**src/rtl/cache_op_sequencer.sv**
```systemverilog
// Operation sequencer for the cache controller: decodes one host command, starts the
// matching GET/UPSERT/DELETE unit, waits for it under a watchdog and returns a response.
module cache_op_sequencer #(
  parameter int KEY_W          = 32,
  parameter int VAL_W          = 64,
  parameter int TIMEOUT_CYCLES = 1024,
  parameter int CNT_W          = 16
) (
  input  logic             clk,
  input  logic             rst,
  input  logic             req_valid_i,
  output logic             req_ready_o,
  input  logic [2:0]       req_op_i,
  input  logic [KEY_W-1:0] req_key_i,
  input  logic [VAL_W-1:0] req_value_i,
  output logic             get_start_o,
  output logic             upsert_start_o,
  output logic             del_start_o,
  output logic [KEY_W-1:0] sub_key_o,
  output logic [VAL_W-1:0] sub_value_o,
  input  logic [1:0]       get_status_i,
  input  logic [1:0]       upsert_status_i,
  input  logic [1:0]       del_status_i,
  input  logic [VAL_W-1:0] get_rdata_i,
  output logic             resp_valid_o,
  input  logic             resp_ready_i,
  output logic             resp_error_o,
  output logic             resp_timeout_o,
  output logic [VAL_W-1:0] resp_rdata_o,
  output logic             busy_o,
  output logic [2:0]       state_o
);

  typedef enum logic [2:0] {
    ST_IDLE   = 3'd0,
    ST_GET    = 3'd1,
    ST_UPSERT = 3'd2,
    ST_DEL    = 3'd3,
    ST_ERR    = 3'd4
  } state_t;

  // Counter value seen in the last post-start cycle before the watchdog fires.
  localparam logic [CNT_W-1:0] TO_LAST =
    (TIMEOUT_CYCLES == 0) ? '0 : CNT_W'(TIMEOUT_CYCLES - 1);

  state_t             state_reg, state_next;
  logic               first_reg, first_next;
  logic [CNT_W-1:0]   cnt_reg, cnt_next;
  logic [KEY_W-1:0]   key_reg, key_next;
  logic [VAL_W-1:0]   value_reg, value_next;
  logic               resp_valid_reg, resp_valid_next;
  logic               resp_error_reg, resp_error_next;
  logic               resp_timeout_reg, resp_timeout_next;
  logic [VAL_W-1:0]   resp_rdata_reg, resp_rdata_next;
  logic [1:0]         act_status;
  logic               accept;
  logic               expire;

  always_ff @(posedge clk or posedge rst) begin
    if (rst) begin
      state_reg        <= ST_IDLE;
      first_reg        <= 1'b0;
      cnt_reg          <= '0;
      key_reg          <= '0;
      value_reg        <= '0;
      resp_valid_reg   <= 1'b0;
      resp_error_reg   <= 1'b0;
      resp_timeout_reg <= 1'b0;
      resp_rdata_reg   <= '0;
    end else begin
      state_reg        <= state_next;
      first_reg        <= first_next;
      cnt_reg          <= cnt_next;
      key_reg          <= key_next;
      value_reg        <= value_next;
      resp_valid_reg   <= resp_valid_next;
      resp_error_reg   <= resp_error_next;
      resp_timeout_reg <= resp_timeout_next;
      resp_rdata_reg   <= resp_rdata_next;
    end
  end

  assign req_ready_o = (state_reg == ST_IDLE) && !resp_valid_reg;
  assign accept      = req_valid_i && req_ready_o;
  assign expire      = (TIMEOUT_CYCLES != 0) && (cnt_reg == TO_LAST);

  // Only the unit owned by the current state is listened to.
  always_comb begin
    act_status = 2'b00;
    case (state_reg)
      ST_GET:    act_status = get_status_i;
      ST_UPSERT: act_status = upsert_status_i;
      ST_DEL:    act_status = del_status_i;
      default:   act_status = 2'b00;
    endcase
  end

  always_comb begin
    state_next        = state_reg;
    first_next        = first_reg;
    cnt_next          = cnt_reg;
    key_next          = key_reg;
    value_next        = value_reg;
    resp_valid_next   = resp_valid_reg;
    resp_error_next   = resp_error_reg;
    resp_timeout_next = resp_timeout_reg;
    resp_rdata_next   = resp_rdata_reg;

    case (state_reg)
      ST_IDLE: begin
        if (resp_valid_reg && resp_ready_i) begin
          resp_valid_next   = 1'b0;
          resp_error_next   = 1'b0;
          resp_timeout_next = 1'b0;
          resp_rdata_next   = '0;
        end
        if (accept) begin
          key_next   = req_key_i;
          value_next = req_value_i;
          first_next = 1'b1;
          cnt_next   = '0;
          case (req_op_i)
            3'b000: begin
              resp_valid_next   = 1'b1;
              resp_error_next   = 1'b0;
              resp_timeout_next = 1'b0;
              resp_rdata_next   = '0;
            end
            3'b001:  state_next = ST_GET;
            3'b010:  state_next = ST_UPSERT;
            3'b011:  state_next = ST_DEL;
            default: begin
              state_next        = ST_ERR;
              resp_valid_next   = 1'b1;
              resp_error_next   = 1'b1;
              resp_timeout_next = 1'b0;
              resp_rdata_next   = '0;
            end
          endcase
        end
      end

      ST_GET, ST_UPSERT, ST_DEL: begin
        first_next = 1'b0;
        // The start cycle ignores status; error outranks done, and any status outranks expiry.
        if (!first_reg) begin
          cnt_next = cnt_reg + CNT_W'(1);
          if (act_status[0]) begin
            state_next        = ST_ERR;
            resp_valid_next   = 1'b1;
            resp_error_next   = 1'b1;
            resp_timeout_next = 1'b0;
            resp_rdata_next   = '0;
          end else if (act_status[1]) begin
            state_next        = ST_IDLE;
            resp_valid_next   = 1'b1;
            resp_error_next   = 1'b0;
            resp_timeout_next = 1'b0;
            resp_rdata_next   = (state_reg == ST_GET) ? get_rdata_i : '0;
          end else if (expire) begin
            state_next        = ST_ERR;
            resp_valid_next   = 1'b1;
            resp_error_next   = 1'b1;
            resp_timeout_next = 1'b1;
            resp_rdata_next   = '0;
          end
        end
      end

      ST_ERR: begin
        if (resp_ready_i) begin
          state_next        = ST_IDLE;
          resp_valid_next   = 1'b0;
          resp_error_next   = 1'b0;
          resp_timeout_next = 1'b0;
          resp_rdata_next   = '0;
        end
      end

      default: state_next = ST_IDLE;
    endcase
  end

  assign get_start_o    = (state_reg == ST_GET)    && first_reg;
  assign upsert_start_o = (state_reg == ST_UPSERT) && first_reg;
  assign del_start_o    = (state_reg == ST_DEL)    && first_reg;
  assign sub_key_o      = key_reg;
  assign sub_value_o    = value_reg;
  assign resp_valid_o   = resp_valid_reg;
  assign resp_error_o   = resp_error_reg;
  assign resp_timeout_o = resp_timeout_reg;
  assign resp_rdata_o   = resp_rdata_reg;
  assign busy_o         = (state_reg != ST_IDLE);
  assign state_o        = state_reg;

endmodule

```
**config.mk**
```make
export PLATFORM = sky130hd
export DESIGN_NAME = cache_op_sequencer
export DESIGN_NICKNAME = d
export VERILOG_FILES = /design/src/rtl/cache_op_sequencer.sv
export SDC_FILE = /design/constraint.sdc
export NUM_CORES = 1
export LEC_CHECK = 0
export ABC_AREA = 1
export ABC_CLOCK_PERIOD_IN_PS = 8000
export CORE_ASPECT_RATIO = 0.5
export CORE_MARGIN = 2
export CORE_UTILIZATION = 35
export DETAILED_ROUTE_END_ITERATION = 8
export PLACE_DENSITY = 0.68
export REMOVE_ABC_BUFFERS = 1
export SKIP_LAST_GASP = 1
export SYNTH_ARGS = -nofsm -noshare
export SYNTH_HDL_FRONTEND = slang
export SYNTH_SLANG_ARGS = --single-unit
```
**constraint.sdc**
```tcl
create_clock -name clk -period 8 [get_ports clk]
set_input_delay 2.4 -clock clk [delete_from_list [all_inputs] [get_ports clk]]
set_output_delay 2.4 -clock clk [all_outputs]
set_load 0.1 [all_outputs]
```
==> metrics.csv, run 1 <==
metric;value;unit
outcome;completed;
TritonRoute pass-1 iters;5;
peak supply drop;0.2927;mV
R2R Setup Slk;4.97;ns
Warnings, synthesis;0;
die height;116.3;µm
number of post-CTS setup repair buffers;0;
largest cells by area after synthesis;dfrtp_1 52%, nand2_1 24%, nand4_1 5.5%, nand3_1 4.9%, o21ai_1 3.1%;
CP Data Required Time;5.60;ns
number of port buffers;343;
pwr dens;462.3;mW/mm²
Final ANT Viol Nets;0;
core area;0.02498;mm²
drt wl/cell;16.10;µm
critical path class;flip-flop to output port;
worst-margin pin slew;1.188;ns
share of the synthesized area in the top cell type;51.84;%
Critical R2R Launch;state_o[1]$_DFFE_PP0P_;
clk_skew;0.01156;ns
Post-synth EDFFs;0;
minimum clock period;5.569;ns
Seq/Total Area, Yosys;51.84;%
TNS Setup;0;ns
period utilization;69.62;%
Post-synth top flop;dfrtp_1;
pin count of the biggest net entering global routing;131;
Starting Density;35.36;%
initial antenna violation count;2;
Reg clk slew, reported paths;0.06;ns
fin worst setup slack;2.431;ns
via count;8948;
CTS Hold Bufs;0;
final core occ;51.83;%
reg-to-reg critical path endpoint;cnt_reg[7]$_DFFE_PP0P_;
P&R area growth vs syn;46.59;%
# rows;41;
gr ovfl total;0;
Non-Filler Instances;1798;
Cells after Synth;1153;
Tot Pwr;5.986;mW
CP Launch Type;flip-flop;
gr usage total;21.21;%
clock root cell;clkbuf_16;
Final Hold Fails;0;
Final HPWL DP;18920;µm
worst-case clock buffer depth;2;
Avg Cell Area, Syn;7.661;µm²
RSZ-0062 raised after global routing;false;
cell area after layout;0.01295;mm²
Placed Instance Area;0.01238;mm²
worst min path class;flip-flop to flip-flop;
total CTS buffers;17;
Commonest cells post-synth;558 x nand2_1, 183 x dfrtp_1, 86 x nand3_1, 77 x nand4_1, 54 x o21ai_1;
vias per inst;4.977;
die area;0.02660;mm²
Leakage;5.913;nW
worst-case reg-to-reg path depth;9;
final setup vio count;0;
DIE WIDTH;228.7;µm
RePlAce Congestion;0.8690;
post-synthesis cell area;0.008833;mm²
number of max-cap violations;0;
max-slew violation count;0;
# IOs;344;
worst path arrival time;3.17;ns
synthesized flop and latch total;183;
share of cells above drive strength 1;4.201;%
area leader, netlist;dfrtp_1;
number of global-route vias before repair;8529;
Place WS;2.901;ns
H-tree depth;4;
post-CTS sizing;0;
DRC Markers;0;
worst-skew pair later-pin latency;0.44;ns
final wirelength;28960;µm
most common cell in the netlist;nand2_1;
Synth cell types;26;
clock sinks;183;
CTS tree;yes;
Fmax achieved;179.6;MHz
DP Cell Count;1766;
first-pass GRT wire length;45140;µm
hold slack;0.4686;ns
slew margin rel.;20.69;%
initial DRC count;753;
Critical Path End;upsert_start_o;
CP Launch Point;state_o[1]$_DFFE_PP0P_;
crit end category;output port;
CP Max Fanout;68;
# nets final;1615;
Post-synth ARST share;100.0;%
placed cells by master (no fill, tap or decap), drive strengths merged:
cell,netlist,routed
a21oi,4,4
a31o,1,1
buf,53,10
bufinv,0,2
clkbuf,31,21
clkdlybuf4s50,0,343
clkinv,1,5
clkinvlp,0,3
dfrtp,183,183
diode,0,2
ha,1,1
inv,27,27
nand2,559,559
nand3,88,88
nand4,77,77
nor2,34,34
nor3,6,6
nor4,3,3
o211ai,1,1
o21ai,78,78
or2,2,2
xor2,4,4
worst min path at each step:
stage                     slack (ns)  depth (start not counted)                        start                           to
after floorplan                 0.50                          2       cnt_reg[1]$_DFFE_PP0P_       cnt_reg[1]$_DFFE_PP0P_
after global placement          0.45                          2  sub_value_o[29]$_DFFE_PP0P_  sub_value_o[29]$_DFFE_PP0P_
after detailed placement        0.46                          2  sub_value_o[26]$_DFFE_PP0P_  sub_value_o[26]$_DFFE_PP0P_
after CTS                       0.47                          2  sub_value_o[26]$_DFFE_PP0P_  sub_value_o[26]$_DFFE_PP0P_
after global routing            0.49                          2  sub_value_o[23]$_DFFE_PP0P_  sub_value_o[23]$_DFFE_PP0P_
final                           0.47                          2  sub_value_o[23]$_DFFE_PP0P_  sub_value_o[23]$_DFFE_PP0P_
per-layer routing:
metal	global-route usage, %	part of all wire (%)	vias up	wire length, µm
met5	0	0.045	-	13
met3	4.736	5.2	63	1505
met1	25.82	41	4260	11990
met4	10.20	3.8	2	1098
met2	36.47	50	300	14350
li1	-	-	4323	-
worst max-delay path, stage by stage (launching register included):
cell and delay, ns:
dfrtp_1 0.53, inv_2 0.53, nor4_1 0.47, clkdlybuf4s50_1 1.20
cell families after synthesis:
group	after synthesis	synth area share, %
buffers and inverters	112	6.034
DFF	183	51.84
xor gates and xnor gates	4	0.3966
adders and majority gates	1	0.1416
AOI/OAI and AO/OA	84	4.830
and+or+nand+nor	769	36.76
layout make-up:
cell class,instances,area (µm²)
antenna,2,5.005
multi-input combinational,858,3749
fill,2316,12030
clock buffer,21,460.4
sequential,183,4581
clock inverter,9,102.6
timing repair buffer,353,3508
inverter,28,112.6
tap,344,430.4
where the power goes:
group          switching, mW  internal [mW]
Combinational           3.05          0.762
Clock                  0.360          0.471
Sequential             0.154           1.19
Note: power is estimated with default switching activity, not from simulation.
==> run 2, diff against run 1 <==
--- a/config.mk
+++ b/config.mk
@@ -6,7 +6,7 @@
 export NUM_CORES = 1
 export LEC_CHECK = 0
 export ABC_AREA = 1
-export ABC_CLOCK_PERIOD_IN_PS = 8000
+export ABC_CLOCK_PERIOD_IN_PS = 5300
 export CORE_ASPECT_RATIO = 0.5
 export CORE_MARGIN = 2
 export CORE_UTILIZATION = 35
==> constraint.sdc (replaced) <==
create_clock -name clk -period 5.3 [get_ports clk]
set_input_delay 1.59 -clock clk [delete_from_list [all_inputs] [get_ports clk]]
set_output_delay 1.59 -clock clk [all_outputs]
set_load 0.1 [all_outputs]
==> run 2 against run 1 <==
Compared with the run above: sequential power grew 51%; non-clock buffer count grew 4; clock skew shrank 0.0012 ns; critical endpoint is now get_start_o; highest routed layer is now met4.
==> metrics.csv, run 2 (synthesized netlist as in run 1, its figures left out) <==
metric;value;unit;change
outcome;completed;;unchanged
CP Launch Type;flip-flop;;unchanged
worst min path class;flip-flop to flip-flop;;unchanged
worst path arrival time;2.57;ns;was 3.17 ns
total CTS buffers;17;;unchanged
Reg clk slew, reported paths;0.07;ns;was 0.06 ns
die height;116.3;µm;unchanged
worst-case reg-to-reg path depth;11;;was 9
H-tree depth;4;;unchanged
crit end category;output port;;unchanged
via count;8955;;was 8,948
number of global-route vias before repair;8473;;was 8,529
vias per inst;4.964;;was 4.977
pin count of the biggest net entering global routing;121;;was 131
# rows;41;;unchanged
post-CTS sizing;0;;unchanged
final wirelength;28880;µm;was 28,960 µm
number of port buffers;343;;unchanged
TritonRoute pass-1 iters;5;;unchanged
first-pass GRT wire length;44820;µm;was 45,140 µm
clock sinks;183;;unchanged
Final Hold Fails;0;;unchanged
Starting Density;35.36;%;unchanged
Fmax achieved;240.6;MHz;
filler instances;2300;;was 2,316
CTS tree;yes;;unchanged
final setup vio count;0;;unchanged
FF/Latch Area;0.004581;mm²;unchanged
peak supply drop;0.4873;mV;was 0.2927 mV
number of post-CTS setup repair buffers;0;;unchanged
minimum clock period;4.156;ns;
initial DRC count;778;;was 753
P&R area growth vs syn;47.37;%;was 46.59%
commonest cells after routing, fill and taps aside;556 x nand2_1, 340 x clkdlybuf4s50_1, 182 x dfrtp_1, 86 x nand3_1, 77 x nand4_1;;was 556 x nand2_1, 343 x clkdlybuf4s50_1, 182 x dfrtp_1, 86 x nand3_1, 77 x nand4_1
Non-Filler Instances;1804;;was 1,798
critical path class;flip-flop to output port;;unchanged
period utilization;78.41;%;
number of max-cap violations;0;;unchanged
CP Data Required Time;3.71;ns;was 5.60 ns
# nets final;1619;;was 1,615
DRC Markers;0;;unchanged
RSZ-0062 raised after global routing;false;;unchanged
area occupied by multi-input gates;0.003749;mm²;unchanged
slew margin rel.;24.99;%;was 20.69%
CTS Hold Bufs;0;;unchanged
share of cells above drive strength 1;4.804;%;was 4.201%
pwr dens;697.2;mW/mm²;was 462.3 mW/mm²
fin worst setup slack;1.144;ns;was 2.431 ns
worst-margin pin slew;1.122;ns;was 1.188 ns
gr ovfl total;0;;unchanged
worst-skew pair later-pin latency;0.44;ns;about the same
initial antenna violation count;3;;was 2
gr usage total;21.17;%;was 21.21%
DP Cell Count;1770;;was 1,766
Place WS;1.540;ns;was 2.901 ns
clk_skew;0.01040;ns;was 0.01156 ns
worst-case clock buffer depth;2;;unchanged
clock root cell;clkbuf_16;;unchanged
core area;0.02498;mm²;unchanged
Leakage;5.959;nW;was 5.913 nW
max-slew violation count;0;;unchanged
Final ANT Viol Nets;0;;unchanged
drt wl/cell;16.01;µm;was 16.10 µm
commonest non-fill, non-tap cell in the layout;nand2_1;;unchanged
# IOs;344;;unchanged
die area;0.02660;mm²;unchanged
Hold Path Depth;2;;unchanged
RePlAce Congestion;0.8615;;was 0.8690
DIE WIDTH;228.7;µm;unchanged
CP Max Fanout;9;;was 68
Final HPWL DP;19790;µm;was 18,920 µm
==> run 2: metrics by stage <==
step / util, % / TNS (ns) / instance area, µm² / hold WS (ns) / power, mW
after floorplan: - / -591.99 / 8406 / 0.4968 / 6.198
after global placement: 49.75 / 0 / 12430 / 0.4528 / 7.781
after detailed placement: 49.75 / 0 / 12430 / 0.4571 / 7.842
after CTS: 52.08 / 0 / 13010 / 0.4730 / 9.139
after global routing: 52.11 / 0 / 13020 / 0.4907 / 9.509
final: 52.11 / 0 / 13020 / 0.4691 / 9.076
==> run 2: final timing paths <==
path                                                  start                            to  slack (ns)
worst max-delay path                 state_o[1]$_DFFE_PP0P_                   get_start_o        1.14
worst min-delay path            sub_value_o[19]$_DFFE_PP0P_   sub_value_o[19]$_DFFE_PP0P_        0.47
worst max register to register       state_o[2]$_DFFE_PP0P_  resp_rdata_o[14]$_DFFE_PP0P_        2.04
worst min register to register  sub_value_o[19]$_DFFE_PP0P_   sub_value_o[19]$_DFFE_PP0P_        0.47
max in group asynchronous                               rst  resp_rdata_o[29]$_DFFE_PP0P_        2.58
min in group asynchronous                               rst  resp_rdata_o[38]$_DFFE_PP0P_        1.75
==> run 2: area by class of cell <==
class | count | share of cell area [%]
diodes | 3 | 0.05767
clock inverters | 11 | 0.9612
well taps | 344 | 3.306
inverters | 28 | 0.8651
flip-flops and latches | 183 | 35.19
multi-input cells | 858 | 28.80
clock buffers | 20 | 3.508
repair buffers | 357 | 27.32
==> run 2: report_power, final <==
| group | internal (mW) | leakage [nW] | total (mW) | switching, mW |
|---|---|---|---|---|
| Sequential | 1.79 | 2.39 | 2.02 | 0.236 |
| Combinational | 1.18 | 3.28 | 5.77 | 4.59 |
| Clock | 0.718 | 0.282 | 1.28 | 0.559 |
==> run 2: per-layer routing <==
metal / global-route usage, % / up-vias / wire length [µm]
li1: - / 4321 / -
met1: 26.08 / 4272 / 11780
met2: 35.16 / 289 / 14240
met3: 4.077 / 73 / 1485
met4: 13.12 / 0 / 1379
met5: 0 / - / 0
==> run 2: worst max-delay path, cell delays in order, from the launching register on <==
cell             delay, ns
dfrtp_1               0.52
nor4_1                0.40
clkdlybuf4s50_1       1.20
==> run 3, diff against run 2 <==
--- a/config.mk
+++ b/config.mk
@@ -6,7 +6,7 @@
 export NUM_CORES = 1
 export LEC_CHECK = 0
 export ABC_AREA = 1
-export ABC_CLOCK_PERIOD_IN_PS = 5300
+export ABC_CLOCK_PERIOD_IN_PS = 4250
 export CORE_ASPECT_RATIO = 0.5
 export CORE_MARGIN = 2
 export CORE_UTILIZATION = 35
==> constraint.sdc (replaced) <==
create_clock -name clk -period 4.25 [get_ports clk]
set_input_delay 1.275 -clock clk [delete_from_list [all_inputs] [get_ports clk]]
set_output_delay 1.275 -clock clk [all_outputs]
set_load 0.1 [all_outputs]
==> run 3 against run 2 <==
Compared with the run above: critical path depth increased by 1; combinational power up 26%; cell area increased by 0.29%; sequential share of layout area decreased by 0.10 points; clock power up 22%; sequential power up 26%; total power is 25% higher; worst hold slack gained 0.0012 ns; flip-flop and latch count is the same; worst setup slack got worse by 0.33 ns; critical path type unchanged; largest power group unchanged.
==> metrics.csv, run 3 (synthesized netlist as in run 1, its figures left out) <==
metric;value;unit;change
Placed Instance Area;0.01249;mm²;was 0.01243 mm²
CP Launch Type;flip-flop;;unchanged
FF/Latch Area;0.004581;mm²;unchanged
# IOs;344;;unchanged
pwr dens;871.2;mW/mm²;was 697.2 mW/mm²
max-slew violation count;0;;unchanged
DIE WIDTH;228.7;µm;unchanged
Final ANT Viol Nets;0;;unchanged
die area;0.02660;mm²;unchanged
CP Launch Point;state_o[0]$_DFFE_PP0P_;;was state_o[1]$_DFFE_PP0P_
slew margin rel.;29.07;%;was 24.99%
worst-case reg-to-reg path depth;10;;was 11
switching share of power;59.55;%;was 59.37%
number of port buffers;343;;unchanged
P&R area growth vs syn;47.79;%;was 47.37%
gr ovfl total;0;;unchanged
clk_skew;0.01208;ns;was 0.01040 ns
crit end category;output port;;unchanged
Clk pwr share;13.7;%;was 14.1%
cell area after layout;0.01306;mm²;was 0.01302 mm²
H-tree depth;4;;unchanged
RSZ-0062 raised after global routing;false;;unchanged
gr usage total;21.16;%;was 21.17%
Critical R2R Launch;state_o[0]$_DFFE_PP0P_;;was state_o[2]$_DFFE_PP0P_
worst min path class;flip-flop to flip-flop;;unchanged
area occupied by multi-input gates;0.003749;mm²;unchanged
number of max-cap violations;0;;unchanged
peak supply drop;0.4951;mV;was 0.4873 mV
worst-case clock buffer depth;2;;unchanged
number of global-route vias before repair;8576;;was 8,473
worst path arrival time;2.16;ns;was 2.57 ns
CP Data Required Time;2.97;ns;was 3.71 ns
drt wl/cell;16.13;µm;was 16.01 µm
initial DRC count;692;;was 778
Reg clk slew, reported paths;0.07;ns;about the same
# diodes;0;;was 3
clock root cell;clkbuf_16;;unchanged
commonest non-fill, non-tap cell in the layout;nand2_1;;unchanged
Fmax achieved;290.9;MHz;
via count;8960;;was 8,955
number of post-CTS setup repair buffers;0;;unchanged
TritonRoute pass-1 iters;7;;was 5
first-pass GRT wire length;44840;µm;was 44,820 µm
final core occ;52.26;%;was 52.11%
Tot Pwr;11.37;mW;was 9.076 mW
worst-margin pin slew;1.061;ns;was 1.122 ns
minimum clock period;3.437;ns;
vias per inst;4.975;;was 4.964
worst-skew pair later-pin latency;0.44;ns;about the same
Comb pwr share;63.8;%;was 63.6%
Final Hold Fails;0;;unchanged
Final HPWL DP;19640;µm;was 19,790 µm
pin count of the biggest net entering global routing;93;;was 121
# rows;41;;unchanged
total CTS buffers;17;;unchanged
core area;0.02498;mm²;unchanged
CTS Hold Bufs;0;;unchanged
share of cells above drive strength 1;5.148;%;was 4.804%
post-CTS sizing;0;;unchanged
Sw Pwr;6.773;mW;was 5.388 mW
period utilization;80.88;%;
final wirelength;29050;µm;was 28,880 µm
clock sinks;183;;unchanged
DRC Markers;0;;unchanged
Critical Path End;del_start_o;;was get_start_o
internal power;4.601;mW;was 3.688 mW
sequential power share;22.4;%;was 22.3%
RePlAce Congestion;0.8166;;was 0.8615
Hold Path Depth;2;;unchanged
initial antenna violation count;0;;was 3
CTS tree;yes;;unchanged
CP Max Fanout;29;;was 9
R2R Setup Slk;1.34;ns;was 2.04 ns
die height;116.3;µm;unchanged
Starting Density;35.36;%;unchanged
# nets final;1618;;was 1,619
final setup vio count;0;;unchanged
reg-to-reg critical path endpoint;state_o[2]$_DFFE_PP0P_;;was resp_rdata_o[14]$_DFFE_PP0P_
commonest cells after routing, fill and taps aside;556 x nand2_1, 336 x clkdlybuf4s50_1, 182 x dfrtp_1, 86 x nand3_1, 77 x nand4_1;;was 556 x nand2_1, 340 x clkdlybuf4s50_1, 182 x dfrtp_1, 86 x nand3_1, 77 x nand4_1
filler instances;2366;;was 2,300
outcome;completed;;unchanged
Leakage;5.983;nW;was 5.959 nW
critical path class;flip-flop to output port;;unchanged
-- run 3: cell types whose count changed in the layout (fill, tap and decap cells not counted), moves of 2 or more --
cell             delta
buf_12              +6
buf_4               -3
clkinvlp_4          +2
diode_2             -3
clkdlybuf4s50_1     -4
clkinv_2            +2
-- run 3: power by group through the flow --
| stage | Sequential [mW] | Combinational (mW) | Clock [mW] |
|---|---|---|---|
| after floorplan | 5.93 | 1.80 | 0 |
| after global placement | 2.56 | 7.22 | 0 |
| after detailed placement | 2.58 | 7.28 | 0 |
| after CTS | 2.56 | 7.29 | 1.60 |
| after global routing | 2.62 | 7.62 | 1.66 |
| final | 2.55 | 7.26 | 1.56 |
-- run 3: worst min path at each step --
stage                                            from                          end  slack (ns)
final                     sub_value_o[10]$_DFFE_PP0P_  sub_value_o[10]$_DFFE_PP0P_        0.47
after global routing      sub_value_o[59]$_DFFE_PP0P_  sub_value_o[59]$_DFFE_PP0P_        0.48
after CTS                 sub_value_o[10]$_DFFE_PP0P_  sub_value_o[10]$_DFFE_PP0P_        0.47
after detailed placement  sub_value_o[14]$_DFFE_PP0P_  sub_value_o[14]$_DFFE_PP0P_        0.46
after global placement      sub_key_o[18]$_DFFE_PP0P_    sub_key_o[18]$_DFFE_PP0P_        0.45
after floorplan                cnt_reg[1]$_DFFE_PP0P_       cnt_reg[1]$_DFFE_PP0P_        0.50
-- run 3: layout make-up --
class | instances | area share [%]
Clock buffer | 20 | 3.575
Timing Repair Buffer | 356 | 27.68
Tap cell | 344 | 3.297
Sequential cell | 183 | 35.09
Clock inverter | 12 | 0.7859
Inverter | 28 | 0.8626
Multi-Input combinational cell | 858 | 28.71
-- run 3: critical path, cell delays in order, from the launching register on --
cell,delay [ns]
dfrtp_2,0.80
inv_1,0.23
nor4_1,0.34
buf_4,0.35
-- run 3: metal layers --
layer  GRT usage (%)  wire length (µm)  vias to the layer above
met3           4.077              1223                       70
met5               0                 0                        -
li1                -                 -                     4311
met2           37.35             14910                      277
met1           25.12             11670                     4302
met4           11.02              1240                        0
-- run 3: through the flow --
stage	setup TNS (ns)	cells	hold WS, ns	setup slack [ns]
after CTS	0	1801	0.4738	0.8027
after global placement	0	1769	0.4538	1.121
after floorplan	-920.85	1069	0.4968	-3.665
final	0	1801	0.4702	0.8128
after detailed placement	0	1769	0.4574	1.059
after global routing	0	1801	0.4822	0.6988
